$ cat config.mk
export PLATFORM = sky130hd
export DESIGN_NAME = rotary_button_flat
export DESIGN_NICKNAME = d
export VERILOG_FILES = /design/src/rtl/rotary_button_if.sv /design/src/rtl/rotary_button.sv /design/src/flat_wrapper.sv
export SDC_FILE = /design/constraint.sdc
export NUM_CORES = 1
export LEC_CHECK = 0
export ABC_AREA = 1
export BUFFER_PORTS_ARGS = -buffer_cell sky130_fd_sc_hd__buf_2
export CAP_MARGIN = 5
export CORE_MARGIN = 4
export CORE_UTILIZATION = 47
export CTS_CLUSTER_SIZE = 16
export DETAILED_ROUTE_END_ITERATION = 7
export GPL_ROUTABILITY_DRIVEN = 0
export GPL_TIMING_DRIVEN = 0
export PLACE_DENSITY = 0.64
export REMOVE_ABC_BUFFERS = 1
export SLEW_MARGIN = 20
export SYNTH_ARGS = -nofsm -noshare
export SYNTH_HDL_FRONTEND = slang
export SYNTH_SLANG_ARGS = --single-unit
$ cat constraint.sdc
create_clock -name clk -period 2.4 [get_ports clk]
set_clock_uncertainty 0.2 [all_clocks]
set_input_delay 0.12 -clock clk [delete_from_list [all_inputs] [get_ports clk]]
set_output_delay 0.12 -clock clk [all_outputs]
set_load 0.005 [all_outputs]
$ cat src/rtl/rotary_button_if.sv
// Encoder pin bundle between the raw board pins and the rotary/button decoder.
interface rotary_button_if;
  logic rotA;
  logic rotB;
  logic rotCenter;
  logic left;
  logic right;
  logic down;

  // Board side: drives the raw encoder pins, consumes decoded events.
  modport master (
    output rotA,
    output rotB,
    output rotCenter,
    input  left,
    input  right,
    input  down
  );

  // Decoder side: samples raw pins, produces step pulses and button level.
  modport slave (
    input  rotA,
    input  rotB,
    input  rotCenter,
    output left,
    output right,
    output down
  );
endinterface

$ cat src/rtl/rotary_button.sv
// Quadrature rotary encoder decoder with a debounced push switch.
// left/right are single-cycle step pulses; down is a clean level.
module rotary_button #(
  parameter int unsigned DEBOUNCE_CYCLES = 250,
  parameter int unsigned CNT_W           = 9
) (
  input  logic            clk,
  input  logic            rst,
  rotary_button_if.slave  bus
);

  localparam logic [CNT_W-1:0] CNT_LAST = CNT_W'(DEBOUNCE_CYCLES - 1);

  logic             rot_q1;
  logic             rot_q2;
  logic             rot_q1_d;
  logic             step_left;
  logic             step_right;
  logic             center_meta;
  logic             center_sync;
  logic             btn_down;
  logic [CNT_W-1:0] deb_cnt;
  logic             step_event_c;

  // Quadrature filter: 11/00 move rot_q1, 10/01 move rot_q2, so bounce on one
  // channel only toggles a flop that is already settled. Doubles as synchronizer.
  always_ff @(posedge clk or posedge rst) begin
    if (rst) begin
      rot_q1 <= 1'b0;
      rot_q2 <= 1'b0;
    end else begin
      case ({bus.rotA, bus.rotB})
        2'b11:   rot_q1 <= 1'b1;
        2'b00:   rot_q1 <= 1'b0;
        2'b10:   rot_q2 <= 1'b1;
        2'b01:   rot_q2 <= 1'b0;
        default: ;
      endcase
    end
  end

  // A detent completes on the rising edge of rot_q1; rot_q2 tells direction.
  assign step_event_c = rot_q1 & ~rot_q1_d;

  // Delayed rot_q1 plus registered one-cycle step pulses.
  always_ff @(posedge clk or posedge rst) begin
    if (rst) begin
      rot_q1_d   <= 1'b0;
      step_left  <= 1'b0;
      step_right <= 1'b0;
    end else begin
      rot_q1_d   <= rot_q1;
      step_left  <= step_event_c & rot_q2;
      step_right <= step_event_c & ~rot_q2;
    end
  end

  // Two-flop synchronizer for the push switch.
  always_ff @(posedge clk or posedge rst) begin
    if (rst) begin
      center_meta <= 1'b0;
      center_sync <= 1'b0;
    end else begin
      center_meta <= bus.rotCenter;
      center_sync <= center_meta;
    end
  end

  // Debounce: down follows the synchronized switch only after it has differed
  // for DEBOUNCE_CYCLES consecutive clocks; any agreement restarts the count.
  always_ff @(posedge clk or posedge rst) begin
    if (rst) begin
      deb_cnt  <= '0;
      btn_down <= 1'b0;
    end else if (center_sync == btn_down) begin
      deb_cnt <= '0;
    end else if (deb_cnt == CNT_LAST) begin
      deb_cnt  <= '0;
      btn_down <= center_sync;
    end else begin
      deb_cnt <= deb_cnt + CNT_W'(1);
    end
  end

  assign bus.left  = step_left;
  assign bus.right = step_right;
  assign bus.down  = btn_down;

endmodule

$ cat src/flat_wrapper.sv
// flat-port wrapper written by rule: the top's interface ports become plain ports
module rotary_button_flat 
#(
  parameter int unsigned DEBOUNCE_CYCLES = 250,
  parameter int unsigned CNT_W           = 9
)
  (clk, rst, bus_rotA, bus_rotB, bus_rotCenter, bus_left, bus_right, bus_down);
  rotary_button_if bus_i ();
  input  logic clk;
  input  logic rst;
  input wire logic [$bits(bus_i.rotA)-1:0] bus_rotA;
  input wire logic [$bits(bus_i.rotB)-1:0] bus_rotB;
  input wire logic [$bits(bus_i.rotCenter)-1:0] bus_rotCenter;
  output wire logic [$bits(bus_i.left)-1:0] bus_left;
  output wire logic [$bits(bus_i.right)-1:0] bus_right;
  output wire logic [$bits(bus_i.down)-1:0] bus_down;
  assign bus_i.rotA = bus_rotA;
  assign bus_i.rotB = bus_rotB;
  assign bus_i.rotCenter = bus_rotCenter;
  assign bus_left = bus_i.left;
  assign bus_right = bus_i.right;
  assign bus_down = bus_i.down;
  rotary_button #(.DEBOUNCE_CYCLES(DEBOUNCE_CYCLES), .CNT_W(CNT_W)) u_core (.clk(clk), .rst(rst), .bus(bus_i));
endmodule
### After elaboration in Yosys (flattened, before gate mapping)

Index checks and enable logic that the tools add are counted.

| word-level totals | value |
|---|---|
| output and inout port bits | 3 |
| bits in registers | 17 |
| input bits | 5 |
| word-level logic and storage cells | 29 |

| operators by class | value |
|---|---|
| reductions and logical operators | 4 |
| eq/ne operators | 5 |
| $add $sub $neg | 1 |
| muxes and demuxes | 4 |
| bitwise logic cells | 6 |

Operator list:

| cell | number |
|---|---|
| 2-to-1 mux 9 bit | 2 |
| adder 9 x 1 -> 9 bit (second input constant) | 1 |
| == test 9 x 8 -> 1 bit (second input constant) | 1 |
| == test 2 bit (second input constant) | 2 |
| one-hot mux 1 bit (2 select lines) | 2 |
| nonzero test 2 bit | 2 |
| AND 1 bit | 3 |
| NOT 1 bit | 3 |
| == test 2 x 1 -> 1 bit (second input constant) | 1 |
| logical NOT 2 bit | 1 |
| AND reduction 2 bit | 1 |
| == test 1 bit | 1 |

### Longest topological paths before layout

Gate-level depths: netlist of run 1.

| depth | value |
|---|---|
| depth after elaboration | 3 |
| mapped depth | 7 |
| mapped depth without buffers | 7 |

### Worst setup path before layout of run 1

Ideal clock, no wire load.

| path | value |
|---|---|
| path kind | register to register |
| start | register u_core.deb_cnt[1] |
| end | register u_core.deb_cnt[0] |
| cell stages (with the launch flop) | 8 |
| data required time | 2.078 ns |
| setup slack | 1.098 ns |
| clock period less this slack | 1.302 ns |
| setup time | 0.122 ns |
| arrival | 0.980 ns |
| cells stage by stage | dfrtp_1 -> inv_1 -> ha_1 -> nand2_1 -> nor2_1 -> nand2_2 -> nand2_4 -> nor2_1 |

| on the way | value |
|---|---|
| word-level cells in the longest chain between the ends | 3 |

RTL lines:

| element | RTL line | text |
|---|---|---|
| start: declaration | rotary_button.sv:22 | `logic [CNT_W-1:0] deb_cnt;` |
| start signal: assignment | rotary_button.sv:81 | `deb_cnt <= deb_cnt + CNT_W'(1);` |
| == test 9 x 8 -> 1 bit | rotary_button.sv:77 | `end else if (deb_cnt == CNT_LAST) begin` |
| 2-to-1 mux 9 bit | rotary_button.sv:77 |  |
| 2-to-1 mux 9 bit | rotary_button.sv:75 | `end else if (center_sync == btn_down) begin` |

Every way passes these cells.
A chain may end at the register's enable or synchronous reset.

### Worst setup path after layout of run 1

Same ends and word-level chain as after synthesis.

==> results of run 1 <==
[cell families (layout without fill, tap and decap cells)]
group                      Yosys count  in the layout  synth area share
AOI/OAI and AO/OA                    4              4            0.0248
buffers and inverters               13             27            0.0605
DFF                                 17             17             0.527
and+or+nand+nor                     44             44             0.273
adders and majority gates            4              4            0.0620
xor gates and xnor gates             4              4            0.0527
[final cells by class]
type / instances / area share
Tap cell: 16 / 0.0218
Clock buffer: 4 / 0.0286
Sequential cell: 17 / 0.463
Timing Repair Buffer: 10 / 0.0708
Multi-Input combinational cell: 56 / 0.362
Inverter: 13 / 0.0531
[sequential cells by signal (all words and copies together) (netlist names)]
register	count
u_core.rot_q1	1
u_core.center_sync	1
u_core.rot_q1_d	1
u_core.bus.right	1
u_core.bus.down	1
u_core.center_meta	1
u_core.deb_cnt	9
u_core.rot_q2	1
u_core.bus.left	1
[timing repair]
item,4_1_cts,5_1_grt
hold buffers,3,0
endpoints found under the hold margin,19,0
setup buffers,0,0
[layer usage]
layer | wire (um) | part of all wire | track usage
met2 | 538 | 0.44 | 0.196
met5 | 0 | 0 | 0
met1 | 599 | 0.49 | 0.150
met3 | 40 | 0.033 | 0.0367
met4 | 31 | 0.026 | 0.0829
[per-stage QoR]
| stage | instances | total power, uW | instance area [um^2] | hold slack [ns] |
|---|---|---|---|---|
| 6_report | 116 | 510 | 918 | 0.0291 |
| 5_1_grt | 116 | 541 | 918 | 0.0502 |
| 4_1_cts | 116 | 515 | 918 | 0.0240 |
| 3_5_place_dp | 109 | 362 | 862 | 0.0296 |
| 3_3_place_gp | 109 | 360 | 862 | 0.0293 |
| 2_1_floorplan | 86 | 347 | 807 | -0.154 |
[how the worst max path moves through the flow]
stage / end / slack, ns / cells after the start
2_1_floorplan: u_core.deb_cnt[0] / 1.10 / 7
3_3_place_gp: u_core.deb_cnt[0] / 0.98 / 7
6_report: u_core.deb_cnt[0] / 0.96 / 7
5_1_grt: u_core.deb_cnt[0] / 0.86 / 7
3_5_place_dp: u_core.deb_cnt[0] / 0.97 / 7
4_1_cts: u_core.deb_cnt[0] / 0.95 / 7
[synth_stat cells]
cell type  instances
nand2_1           17
nand2_2            2
xor2_2             1
inv_2              1
xor2_1             1
nor3_1             1
nor2_2             6
a21oi_1            2
xnor2_1            2
nor3b_1            1
nor2_4             2
o21ai_0            2
nand2_4            1
nor2_1             8
ha_1               4
dfrtp_1           17
nand3_1            6
inv_1             12
[worst max-delay path, delay by kind of cell, from the launching register on]
family	cells	cell delay, ns
fa+ha+maj	1	0.13
flops	1	0.42
simple gates	5	0.53
buf+inv	1	0.06
[where the power goes]
group / leakage, uW / switching (uW) / internal (uW)
clock: 0.0000150 / 87.4 / 64.6
combinational: 0.000216 / 24.1 / 20.0
sequential: 0.000220 / 11.2 / 303
total: 0.000451 / 123 / 387
==> reports/summary.log, run 1 <==
INFO  clock_tree     clk_path_buf_depth=2
INFO  critical_path  required_time_of_the_critical_path=2.38ns
INFO  final_layout   n_antenna_cell=0
INFO  global_routing grt_start_max_net_pins=18
INFO  sta            final.setup.worst_slack=0.962ns
INFO  clock_tree     htree_num_levels=1
INFO  critical_path  path_common_cell=nor2_1
INFO  worst_hold_path min_path_type=in -> reg
INFO  floorplanning  floorplan.die.height=49.4um
INFO  floorplanning  core.rowCount=14
INFO  global_routing grt_overflow=0
INFO  placed_design  detailed_place_hpwl=898um
INFO  global_routing antenna_found_initial=0
INFO  clock_tree     cts_tree=yes
INFO  critical_path  crit_type=reg -> reg
INFO  routing        drt_pre_antenna_iters=2
INFO  floorplanning  initial_core_util=0.518
INFO  critical_path  end_kind=flop
INFO  pwr            cellPowerDensity=555nW/um^2
INFO  clock_tree     postCtsResizedCells=0
INFO  routing        remaining_design_rule_violation_count=0
INFO  logic_synthesis syn-mean-instance-area=9.38um^2
INFO  logic_synthesis yosys-top-cells-area=dfrtp_1 (53%), nand2_1 (7.9%), ha_1 (6.2%)
INFO  placed_design  port-buffer-count=7
INFO  critical_path  worstReg2RegStart=u_core.deb_cnt[1]
INFO  critical_path  worst_r2r_endpoint=u_core.deb_cnt[0]
INFO  logic_synthesis post_synth_inst_count=86
INFO  critical_path  critical_path_arrival=1.42ns
INFO  worst_hold_path worstHoldPathCells=4
INFO  worst_hold_path hold_end=u_core.rot_q2
INFO  final_layout   n_fill_cell=127
INFO  sta            worst_case_headroom_to_the_max_slew_limit=0.588
INFO  placed_design  pre_cts_ws=0.969ns
INFO  pwr            p_leak=0.000451uW
INFO  floorplanning  floorplan.die.width=49.4um
INFO  critical_path  crit_chain=inv_1 -> ha_1 -> nand2_1 -> nor2_1 -> nand2_2 -> nand2_4 -> nor2_1
INFO  sta            timing.final.setup_violations=0
INFO  critical_path  worstSetupStartpointType=flop
INFO  worst_hold_path holdCritStartpoint=bus_rotA
INFO  final_layout   post-route-util=0.589
INFO  clock_tree     worst_skew_late_latency=0.29ns
INFO  critical_path  crit_path_start=u_core.deb_cnt[1]
INFO  critical_path  r2r_cells=7
INFO  logic_synthesis cell_taking_the_most_area_after_synthesis=dfrtp_1
INFO  routing        route.vias.total=556
INFO  pwr            worst_ir_drop_on_vdd=0.420mV
INFO  routing        detail_route.wl_per_cell=10.4um
INFO  routing        route.final.wire_length=1.21mm
INFO  routing        vias_per_cell=4.79
INFO  global_routing track_usage=0.126
INFO  sta            grt_setup_unrepaired=false
INFO  floorplanning  coreArea=1560um^2
INFO  critical_path  worst-r2r-setup-slack=0.96ns
INFO  sta            finalWorstPathRequiredPeriod=1.44ns
INFO  sta            layout_worst_path_cycle_share=0.599
INFO  logic_synthesis post-synth-top-area-fraction=0.527
INFO  final_layout   final_layout_size_suffix_gt1_frac=0.230
INFO  sta            tightestPinTransition=0.617ns
INFO  critical_path  critical_path.max_stage_delay=0.42ns
INFO  sta            maxSlewViolCount=0
INFO  logic_synthesis ys_warn_count=0
INFO  sta            maxClockFrequency=696MHz
INFO  sta            hold_violations_final=0
INFO  routing        antenna_violating_nets_post_route=0
INFO  final_layout   areaGrowthSynthToFinish=13.8%
INFO  critical_path  cp_slowest_cell=dfrtp_1
INFO  final_layout   mostFrequentLayoutCells=nand2_1 (17), dfrtp_1 (17), inv_1 (12)
INFO  final_layout   multi_input_combinational_cell_area=333um^2
INFO  routing        drt_iter0_drc=1
INFO  logic_synthesis synth.distinct_cells=18
INFO  run            number_of_maximum_capacitance_violations=0
INFO  global_routing vias_in_the_first_global_route=549
INFO  global_routing grt_first_pass_wirelength=2.29mm
INFO  sta            setup_tns=0ns
INFO  logic_synthesis postSynthRegisterBits=17
INFO  final_layout   sequential_cell_area=425um^2
INFO  status         run_status=finished, final reports clean
INFO  logic_synthesis mappedNetlistArea=807um^2
INFO  clock_tree     cts.sink_count=17
INFO  clock_tree     cts_buffers=3
INFO  clock_tree     root_buffer=clkbuf_4
INFO  floorplanning  ios=8
INFO  final_layout   design.final.nets=110
INFO  critical_path  cp_max_fo=7
INFO  logic_synthesis sequential_share_of_the_synthesized_area=0.527
INFO  floorplanning  die_area=2440um^2
INFO  clock_tree     clk_pin_slew_worst_paths=0.09ns
No activity file was read; power rests on OpenSTA's default activity.
==> run 2, diff against run 1 <==
--- a/config.mk
+++ b/config.mk
@@ -5,7 +5,7 @@
 export SDC_FILE = /design/constraint.sdc
 export NUM_CORES = 1
 export LEC_CHECK = 0
-export ABC_AREA = 1
+export ABC_AREA = 0
 export BUFFER_PORTS_ARGS = -buffer_cell sky130_fd_sc_hd__buf_2
 export CAP_MARGIN = 5
 export CORE_MARGIN = 4
==> constraint.sdc (replaced) <==
create_clock -name clk -period 1.5 [get_ports clk]
set_clock_uncertainty 0.2 [all_clocks]
set_input_delay 0.075 -clock clk [delete_from_list [all_inputs] [get_ports clk]]
set_output_delay 0.075 -clock clk [all_outputs]
set_load 0.005 [all_outputs]
==> reports/summary.log, run 2 <==
INFO  status         run_status=finished, violations left
INFO  pwr            p_leak=0.000473uW [+4.7%]
INFO  logic_synthesis netlist_top_cells_count=dfrtp_1 (17), inv_1 (7), nor2_1 (6), ha_1 (4)
INFO  clock_tree     cts_buffers=3 [unchanged]
INFO  final_layout   layout.cells.non_filler=96 [-17%]
INFO  final_layout   largest_register_ff_count=9 [unchanged]
INFO  placed_design  detailed_place_hpwl=805um [-10%]
INFO  routing        antenna_violating_nets_post_route=0 [unchanged]
INFO  status         violations=setup timing
INFO  clock_tree     clk_pin_slew_worst_paths=0.10ns [about the same]
INFO  logic_synthesis post-synth-top-area-fraction=0.557 [+0.0302]
INFO  worst_hold_path min_path_type=reg -> reg
INFO  sta            maxSlewViolCount=0 [unchanged]
INFO  logic_synthesis ys_warn_count=0 [unchanged]
INFO  sta            worst_case_headroom_to_the_max_slew_limit=0.585 [-0.00330]
INFO  global_routing track_usage=0.142 [+0.0155]
INFO  floorplanning  core.rowCount=14 [unchanged]
INFO  pwr            switching_share=0.242 [+0.00158]
INFO  floorplanning  floorplan.die.height=48.3um [-2.3%]
INFO  clock_tree     cts_tree=yes
INFO  sta            grt_setup_unrepaired=true
INFO  critical_path  critical_path_arrival=1.74ns [+0.32 ns]
INFO  final_layout   most_common_cell_after_layout_fill_and_taps_aside=dfrtp_1
INFO  global_routing antenna_found_initial=0 [unchanged]
INFO  sta            layout_worst_path_cycle_share=1.17 [+0.575]
INFO  global_routing vias_in_the_first_global_route=495 [-9.8%]
INFO  sta            tightestPinTransition=0.622ns [+0.00495 ns]
INFO  pwr            portion_of_total_power_attributed_to_combinational_logic=0.110 [+0.024]
INFO  sta            final.setup.worst_slack=-0.262ns [-1.22 ns]
INFO  sta            hold_violations_final=0 [unchanged]
INFO  clock_tree     htree_num_levels=1 [unchanged]
INFO  global_routing grt_overflow=0 [unchanged]
INFO  critical_path  cp_max_fo=3 [-4]
INFO  routing        drt_pre_antenna_iters=4 [+2]
INFO  sta            maxClockFrequency=568MHz [-18%]
INFO  pwr            power_frac_seq=0.597 [-0.019]
INFO  logic_synthesis synthMostInstantiatedCell=dfrtp_1
INFO  pwr            worst_ir_drop_on_vdd=0.579mV [+38%]
INFO  final_layout   mostFrequentLayoutCells=dfrtp_1 (17), inv_1 (7), buf_2 (7)
INFO  critical_path  end_kind=flop
INFO  logic_synthesis synth.distinct_cells=23 [+5]
INFO  final_layout   n_fill_cell=123 [-3.1%]
INFO  final_layout   areaGrowthSynthToFinish=24.1%
INFO  global_routing grt_start_max_net_pins=18 [unchanged]
INFO  logic_synthesis syn-mean-instance-area=12.1um^2 [+29%]
INFO  placed_design  dpl_cell_area=818um^2 [-5.1%]
INFO  routing        route.vias.total=500 [-10%]
INFO  logic_synthesis sequential_share_of_the_synthesized_area=0.557 [+0.0302]
INFO  clock_tree     worst_skew_late_latency=0.29ns [about the same]
INFO  critical_path  required_time_of_the_critical_path=1.48ns [-0.90 ns]
INFO  run            number_of_maximum_capacitance_violations=0 [unchanged]
INFO  final_layout   finalInstanceArea=947um^2 [+3.1%]
INFO  clock_tree     clk_path_buf_depth=2 [unchanged]
INFO  critical_path  crit_type=reg -> reg
INFO  pwr            power.share.clock=0.294 [-0.004]
INFO  placed_design  port-buffer-count=7 [unchanged]
INFO  floorplanning  coreArea=1520um^2 [-2.2%]
INFO  routing        remaining_design_rule_violation_count=0 [unchanged]
INFO  routing        route.final.wire_length=1.18mm [-2.9%]
INFO  logic_synthesis cell_taking_the_most_area_after_synthesis=dfrtp_1
INFO  logic_synthesis post_synth_edffs=0 [unchanged]
INFO  pwr            internal_power=629uW [+62%]
INFO  clock_tree     root_buffer=clkbuf_4
INFO  routing        detail_route.wl_per_cell=12.3um [+17%]
INFO  logic_synthesis synth_async_sr_flop_share=1.00 [unchanged]
INFO  logic_synthesis postSynthRegisterBits=17 [unchanged]
INFO  logic_synthesis mappedNetlistArea=763um^2 [-5.4%]
INFO  final_layout   design.final.nets=90 [-18%]
INFO  pwr            cellPowerDensity=877nW/um^2 [+58%]
INFO  placed_design  placed_cells=86 [-21%]
INFO  floorplanning  die_area=2330um^2 [-4.6%]
INFO  routing        vias_per_cell=5.21 [+8.7%]
INFO  clock_tree     cts.sink_count=17 [unchanged]
INFO  sta            timing.final.setup_violations=9 [+9]
INFO  sta            finalWorstPathRequiredPeriod=1.76ns [+0.324 ns]
INFO  logic_synthesis yosys-top-cells-area=dfrtp_1 (56%), ha_1 (6.6%), inv_1 (3.4%)
INFO  final_layout   n_antenna_cell=0 [unchanged]
INFO  pwr            power.net_switching=201uW [+64%]
INFO  routing        drt_iter0_drc=4 [+3]
INFO  final_layout   max_flop_register=u_core.deb_cnt
INFO  global_routing grt_first_pass_wirelength=2.18mm [-4.8%]
INFO  logic_synthesis post_synth_inst_count=63 [-27%]
INFO  floorplanning  initial_core_util=0.501 [-0.0168]
INFO  logic_synthesis dominantRegCellSynth=dfrtp_1
INFO  floorplanning  ios=8 [unchanged]
INFO  critical_path  worstSetupStartpointType=flop
INFO  floorplanning  floorplan.die.width=48.3um [-2.3%]
INFO  final_layout   final_layout_size_suffix_gt1_frac=0.288 [+0.0575]
run 2: layout make-up:
class | instances | area (um^2) | area share
well taps | 16 | 20.0 | 0.0211
repair buffers | 13 | 90.1 | 0.0951
clock buffers | 4 | 26.3 | 0.0277
flip-flops and latches | 17 | 425 | 0.449
inverters | 7 | 26.3 | 0.0277
multi-input cells | 39 | 359 | 0.379
run 2: power by group through the flow:
stage                     clock network (uW)  logic, uW  registers [uW]
final                                    244       91.0             496
after global routing                     273        104             498
after CTS                                253       84.1             495
after detailed placement                   0       69.9             505
after global placement                     0       68.9             504
after floorplan                            0       49.8             503
run 2: cell families after synthesis:
family | after synthesis | share of synthesized area
xor gates and xnor gates | 4 | 0.0459
buffers and inverters | 7 | 0.0344
AOI/OAI and AO/OA | 9 | 0.103
DFF | 17 | 0.557
adders and majority gates | 4 | 0.0656
muxes | 3 | 0.0410
and+or+nand+nor | 19 | 0.152
run 2: path summary, 6_finish.rpt:
kind | startpoint | endpoint | slack (ns) | cells after the start
setup / recovery | u_core.deb_cnt[1] | u_core.bus.down | -0.26 | 5
hold / removal | u_core.center_meta | u_core.center_sync | 0.16 | 0
setup reg to reg | u_core.deb_cnt[1] | u_core.bus.down | -0.26 | 5
hold reg to reg | u_core.center_meta | u_core.center_sync | 0.16 | 0
max in group asynchronous | rst | u_core.rot_q2 | 0.50 | 3
min in group asynchronous | rst | u_core.deb_cnt[7] | 0.20 | 3
run 2: stage by stage:
step	hold slack (ns)	TNS [ns]	setup slack, ns	util	power, uW
2_1_floorplan	-0.199	-1.42	-0.249	-	553
5_1_grt	0.162	-2.79	-0.337	0.622	875
3_5_place_dp	-0.0157	-2.59	-0.332	0.537	575
4_1_cts	0.158	-2.14	-0.269	0.592	833
6_report	0.155	-2.19	-0.262	0.622	830
3_3_place_gp	-0.0161	-2.31	-0.296	0.537	573
run 2: critical path: stages, from the launching register on:
cell and delay (ns):
dfrtp_1 0.39, inv_1 0.06, ha_1 0.14, or3b_4 0.42
nor3_4 0.13, mux2_4 0.31
run 2: repair_timing:
| item | 4_1_cts | 5_1_grt |
|---|---|---|
| hold buffers | 4 | 0 |
| buffers inserted | 1 | 1 |
| endpoints found under the hold margin | 20 | 0 |
| gates resized for setup | 2 | 7 |
| pin swaps | 5 | 2 |
| endpoints found under the setup margin | 9 | 10 |
run 2: per-layer routing:
| metal | track usage | vias to the layer above | routed length, um |
|---|---|---|---|
| met5 | 0 | - | 0 |
| met3 | 0.0332 | 2 | 47 |
| li1 | - | 250 | - |
| met2 | 0.208 | 11 | 512 |
| met1 | 0.176 | 237 | 599 |
| met4 | 0.113 | 0 | 17 |
